## config.mk

```make
export PLATFORM = sky130hd
export DESIGN_NAME = gpio_bus_arbiter
export DESIGN_NICKNAME = d
export VERILOG_FILES = /design/src/rtl/gpio_bus_arbiter.sv
export SDC_FILE = /design/constraint.sdc
export NUM_CORES = 1
export LEC_CHECK = 0
export CAP_MARGIN = 10
export CORE_MARGIN = 2
export CORE_UTILIZATION = 40
export CTS_CLUSTER_SIZE = 40
export DETAILED_ROUTE_END_ITERATION = 10
export PLACE_DENSITY = 0.8
export SYNTH_ARGS = -nofsm -noshare
export SYNTH_HDL_FRONTEND = slang
export SYNTH_SLANG_ARGS = --single-unit
```

## constraint.sdc

```tcl
create_clock -name clk -period 2 [get_ports clk]
set_clock_uncertainty 0.2 [all_clocks]
set_input_delay 0.2 -clock clk [delete_from_list [all_inputs] [get_ports clk]]
set_output_delay 0.2 -clock clk [all_outputs]
set_load 0.03 [all_outputs]
```

## src/rtl/gpio_bus_arbiter.sv

```systemverilog
// Round-robin arbiter sharing the GPIO controller register port between a CPU master (m0)
// and a pattern/DMA master (m1). One transaction in flight; read data returned to its owner.
module gpio_bus_arbiter #(
  parameter int ADDR_W = 4,
  parameter int DATA_W = 32
) (
  input  logic              clk,
  input  logic              rst_n,
  input  logic              m0_req,
  input  logic              m0_we,
  input  logic [ADDR_W-1:0] m0_addr,
  input  logic [DATA_W-1:0] m0_wdata,
  input  logic              m1_req,
  input  logic              m1_we,
  input  logic [ADDR_W-1:0] m1_addr,
  input  logic [DATA_W-1:0] m1_wdata,
  output logic              m0_gnt,
  output logic              m1_gnt,
  output logic              m0_rvalid,
  output logic              m1_rvalid,
  output logic [DATA_W-1:0] m0_rdata,
  output logic [DATA_W-1:0] m1_rdata,
  output logic [ADDR_W-1:0] dn_addr,
  output logic [DATA_W-1:0] dn_wdata,
  output logic              dn_we,
  output logic              dn_re,
  input  logic [DATA_W-1:0] dn_rdata,
  output logic              busy,
  output logic [1:0]        dbg_state
);

  // Handshake: a master holds req with stable fields until its gnt pulse; gnt means the
  // strobes are on the controller port that same cycle. rvalid pulses once with rdata.
  typedef enum logic [1:0] {
    IDLE   = 2'd0,
    ACCESS = 2'd1,
    RDWAIT = 2'd2
  } state_t;

  state_t state;
  logic   owner;       // 0 = m0, 1 = m1
  logic   last_grant;

  logic              pick;
  logic              sel_we;
  logic [ADDR_W-1:0] sel_addr;
  logic [DATA_W-1:0] sel_wdata;

  // m1 wins when it is alone, or when both ask and m0 was granted last.
  assign pick      = m1_req && (!m0_req || !last_grant);
  assign sel_we    = pick ? m1_we    : m0_we;
  assign sel_addr  = pick ? m1_addr  : m0_addr;
  assign sel_wdata = pick ? m1_wdata : m0_wdata;
  assign dbg_state = state;

  always_ff @(posedge clk or negedge rst_n) begin
    if (!rst_n) begin
      state      <= IDLE;
      owner      <= 1'b0;
      last_grant <= 1'b1;
      m0_gnt     <= 1'b0;
      m1_gnt     <= 1'b0;
      m0_rvalid  <= 1'b0;
      m1_rvalid  <= 1'b0;
      m0_rdata   <= '0;
      m1_rdata   <= '0;
      dn_addr    <= '0;
      dn_wdata   <= '0;
      dn_we      <= 1'b0;
      dn_re      <= 1'b0;
      busy       <= 1'b0;
    end else begin
      m0_gnt    <= 1'b0;
      m1_gnt    <= 1'b0;
      m0_rvalid <= 1'b0;
      m1_rvalid <= 1'b0;
      case (state)
        IDLE: begin
          if (m0_req || m1_req) begin
            owner      <= pick;
            last_grant <= pick;
            dn_addr    <= sel_addr;
            dn_wdata   <= sel_wdata;
            dn_we      <= sel_we;
            dn_re      <= ~sel_we;
            m0_gnt     <= ~pick;
            m1_gnt     <= pick;
            busy       <= 1'b1;
            state      <= ACCESS;
          end
        end
        ACCESS: begin
          dn_we <= 1'b0;
          dn_re <= 1'b0;
          if (dn_re) begin
            state <= RDWAIT;
          end else begin
            busy  <= 1'b0;
            state <= IDLE;
          end
        end
        RDWAIT: begin
          if (owner) begin
            m1_rdata  <= dn_rdata;
            m1_rvalid <= 1'b1;
          end else begin
            m0_rdata  <= dn_rdata;
            m0_rvalid <= 1'b1;
          end
          busy  <= 1'b0;
          state <= IDLE;
        end
        default: begin
          dn_we <= 1'b0;
          dn_re <= 1'b0;
          busy  <= 1'b0;
          state <= IDLE;
        end
      endcase
    end
  end

endmodule

```

# Word-level counts from Yosys, hierarchy flattened
# Index checks and enable logic that the tools add are counted.
[totals]
regBits = 111
word_cells = 54
in_bits = 110
out_inout_bits = 109
[op_classes]
n_reduce_logical = 11
bitwise_logic = 4
eq_ne = 4
mux = 21
[ops]
columns = ["operator", "count"]
rows = [
  ["32-bit two-way mux", 1],
  ["1-bit two-way mux", 13],
  ["2-bit AND reduction", 5],
  ["1-bit one-hot mux with 2 select lines", 3],
  ["2-bit two-way mux", 2],
  ["4-bit two-way mux", 1],
  ["2-bit != test, second input constant", 2],
  ["1-bit NOT", 4],
  ["2-bit one-hot mux with 2 select lines", 1],
  ["2-bit by 1-bit == test with 1-bit output, second input constant", 1],
  ["2-bit == test, second input constant", 1],
  ["1-bit zero test", 2],
  ["2-bit zero test", 1],
  ["1-bit logical OR", 2],
  ["1-bit logical AND", 1],
]

# Logic depth before layout (Yosys ltp)
# Gate-level depths: netlist of the first run.
[logic_depth]
word_depth = 7
mapped_depth = 5
mapped_depth_nobuf = 4

# Worst setup path before layout of the first run
# No wires, ideal clock.
[synth_path]
path_type = "reg-to-reg"
startpoint = "register state[0], in the netlist dbg_state[0]"
endpoint = "register m1_rdata[0]"
setup_ps = 125
t_required_ps = 1675
period_less_slack_ps = 1810
setup_slack_ps = 190
path_buffers = 1
path_stages_with_launch = 5
arrival_time_ps = 1486
path_cell_list = "dfrtp_1 inv_1 nand3_1 buf_2 mux2_2"
[synth_via]
elab_chain_cells = 2
[synth_rtl]
columns = ["element", "line_no", "source"]
rows = [
  ["start: declaration", "40", "state_t state;"],
  ["start signal: assignment", "58", "state <= IDLE;"],
  ["start signal: assignment", "89", "state <= ACCESS;"],
  ["start signal: assignment", "96", "state <= RDWAIT;"],
  ["2-bit == test", "77", "case (state)"],
  ["2-bit AND reduction (no line)", "--", ""],
  ["end signal: assignment", "104", "m1_rdata <= dn_rdata;"],
  ["end: declaration", "22", "output logic [DATA_W-1:0] m1_rdata,"],
]
# Every way passes these cells.
# A chain may end at the register's enable or synchronous reset.

# Worst setup path after layout of the first run
[layout_path]
startpoint = "register busy"
endpoint = "output busy"
[layout_lines]
columns = ["element", "line_no", "source"]
rows = [
  ["start: declaration", "28", "output logic busy,"],
  ["start signal: assignment", "71", "busy <= 1'b0;"],
  ["start signal: assignment", "88", "busy <= 1'b1;"],
  ["start signal: assignment", "98", "busy <= 1'b0;"],
]
# No word-level cell between the ends.

==> summary.txt, run 1 <==
Outcome
  • Status: completed

Global routing
  • GRT Total Usage: 20.6%
  • Initial antenna violation count: 0
  • First-pass GRT wire length: 18500 µm
  • Largest net degree at the start of global routing: 55
  • Grt ovf: 0
  • Vias in the first global route: 3662

Critical path
  • CP startpoint kind: register
  • WP data required: 1600 ps
  • Worst setup path startpoint: busy
  • WS Path Type: reg2out
  • Crit path max fanout: 2
  • CP max-delay cell: clkdlybuf4s50_1
  • FF-to-FF End: dn_wdata[30]
  • Stages on worst setup path: 1
  • Largest stage delay, worst path: 730 ps
  • Crit path buf inv count: 1
  • CP endpoint: busy
  • Family with the most delay on the worst path: buffers and inverters
  • CP Capture Type: output pin
  • CP Cell Sequence: clkdlybuf4s50_1
  • RR Startpoint: dbg_state[0]
  • Worst Reg2Reg Path Length in Cells: 4
  • CP Data Arrival Time: 1460 ps
  • Flop2flop setup slack: 220 ps

Synthesis
  • Post-Syn Area per Cell: 15.1 µm²
  • EDFF count, synth: 0
  • Synth unique cells: 31
  • Yosys reg bits: 111
  • Synth top area share: 62.3%
  • Gate Count Post-Synth: 293
  • Net Count, Synth: 403
  • Asr flop ratio synth: 100%
  • Yosys warning count: 0
  • Synth top cells by count: 110 x dfrtp_1, 63 x mux2_2, 36 x a221o_1
  • Most common cell in the netlist: dfrtp_1
  • Register area share after synthesis: 62.8%
  • Top cells by area, synth: dfrtp_1 62%, mux2_2 16%, a221o_1 8.1%
  • Syn Std Cell Area: 0.00442 mm²
  • Cell taking the most area after synthesis: dfrtp_1
  • Most used DFF post-synth: dfrtp_1

Final layout
  • Layout cell share with drive strength beyond 1: 19.5%
  • ANT cells: 0
  • Multi-input logic area: 0.00151 mm²
  • Flip-flop and latch area: 0.00278 mm²
  • Total Nets Final: 624
  • P&R area growth vs syn: 60.3%
  • FILL cells: 812
  • Final cell count without fillers: 659
  • Design area: 0.00709 mm²

Clocking
  • CTS sink cnt: 111
  • Clock root buffer: clkbuf_8
  • Inserted Clock Buffers: 9
  • H-tree Lvls: 3
  • Total setup buffers inserted after CTS: 0
  • Skew-Pair Late Insertion Delay: 360 ps
  • CTS tree: done
  • Clock-pin slew on the worst setup and hold paths: 100 ps
  • CTS Buffer Depth: 2

Detailed routing
  • Avg WL per Cell: 18.3 µm
  • Vias/cell: 5.19
  • First-pass DRT Iterations: 5
  • Vias post-DR: 3417
  • Detail Route Antenna Nets: 0
  • Drt initial violations: 184
  • Total Wirelength: 12000 µm
  • DRC violations left: 0

Floorplanning
  • Initial core utilization: 41.0%
  • Chip Width: 109 µm
  • Placeable Area: 0.0108 mm²
  • Die footprint: 0.0119 mm²
  • I/O pin count: 219
  • Die height: 109 µm
  • Num rows: 38

Placed design
  • Port Buffers: 218
  • Hpwl dp: 8870 µm
  • Final RePlAce weighted congestion: 0.747
  • Dpl cell area: 0.00684 mm²
  • Placed Cells: 641

STA
  • Max Slew Vio Count: 0
  • Final period util: 93.2%
  • RSZ-0062 raised after global routing: false
  • Least-Margin Pin Slew: 385 ps
  • Relative slew slack: 74.3%
  • Setup TNS: 0 ps
  • Hold WS: 182 ps
  • Hold Fails Final Rpt: 0
  • Tmin final: 1860 ps
  • Final number of setup-violating endpoints: 0
  • Max Freq: 0.536 GHz

Run
  • Number of max-cap violations: 0

Power
  • Power Dens Cells: 1730 mW/mm²
  • Pleak: 0.00297 µW
  • Peak VDD IR: 826 µV

Worst hold path
  • Path type of the worst min-delay path: in2async
## cells by family after synthesis
kind of cell / after synthesis / share of synthesized area (%)
DFF: 111 / 62.8
AOI/OAI and AO/OA: 80 / 15.8
and+or+nand+nor: 12 / 2.01
muxes: 64 / 16.3
buffers and inverters: 26 / 3.06
## where the power goes
| part | switching, µW | internal (µW) | leakage (µW) |
|---|---|---|---|
| Combinational | 3600 | 3190 | 0.00150 |
| Sequential | 640 | 3340 | 0.00135 |
| Clock | 730 | 775 | 0.000120 |
| Total | 4970 | 7300 | 0.00297 |
## sequential cells by signal (all words and copies together) (netlist names), 2 cells and up
signal     flops
m1_rdata      32
m0_rdata      32
dn_wdata      32
dn_addr        4
dbg_state      2
## per-layer routing
| layer | vias up | share of wire (%) | GRT usage, % |
|---|---|---|---|
| met5 | - | 0 | 0 |
| met4 | 0 | 1.5 | 7.51 |
| met3 | 12 | 10 | 7.11 |
| met2 | 186 | 49 | 35.5 |
| met1 | 1673 | 39 | 23.7 |
| li1 | 1546 | - | - |
## worst min path at each step
stage / from / endpoint / slack, ps / depth (start not counted)
after floorplan: rst_n / busy / -300 / 0
after global placement: rst_n / m0_rdata[4] / -170 / 1
after detailed placement: rst_n / m0_rdata[4] / -170 / 1
after CTS: rst_n / m1_rdata[11] / 180 / 3
after global routing: rst_n / m1_rdata[4] / 200 / 3
final: rst_n / m1_rdata[9] / 180 / 3
## final cells by class
class / count / share of cell area (%)
timing repair buffer: 232 / 33.5
clock buffer: 11 / 2.14
sequential: 111 / 39.2
clock inverter: 5 / 1.11
tap: 140 / 2.47
multi-input combinational: 156 / 21.4
inverter: 4 / 0.212
## metrics by stage
| step | util, % | power, µW | setup slack (ps) |
|---|---|---|---|
| floorplan | - | 7810 | 190 |
| global placement | 63.4 | 10700 | 165 |
| detailed placement | 63.4 | 10900 | 121 |
| CTS | 65.7 | 12400 | 97.8 |
| global route | 65.7 | 12900 | 70.1 |
| finish | 65.7 | 12300 | 135 |
## cells in the final DEF (no fill, tap or decap), types with 2 or more instances in the layout
cell and n:
a21boi_0 29, a21boi_1 7, a21o_1 2, a221o_1 36
buf_12 7, buf_4 6, bufinv_16 2, clkbuf_8 11
clkdlybuf4s50_1 215, clkinv_2 2, dfrtp_1 110, dlygate4sd2_1 2
dlygate4sd3_1 2, inv_1 4, mux2_2 63
## timing repair
item,4_1_cts,5_1_grt
hold endpoints to repair,111,0
endpoints found under the setup margin,2,0
resized for setup,2,0
hold buffers,2,0
No activity file was read; power rests on OpenSTA's default activity.
==> inputs of run 2 (changes only) <==
CTS_CLUSTER_DIAMETER = 80   (was unset)
==> results of run 2 <==
The final DEF is identical to that of run 1; final timing and power are the same.
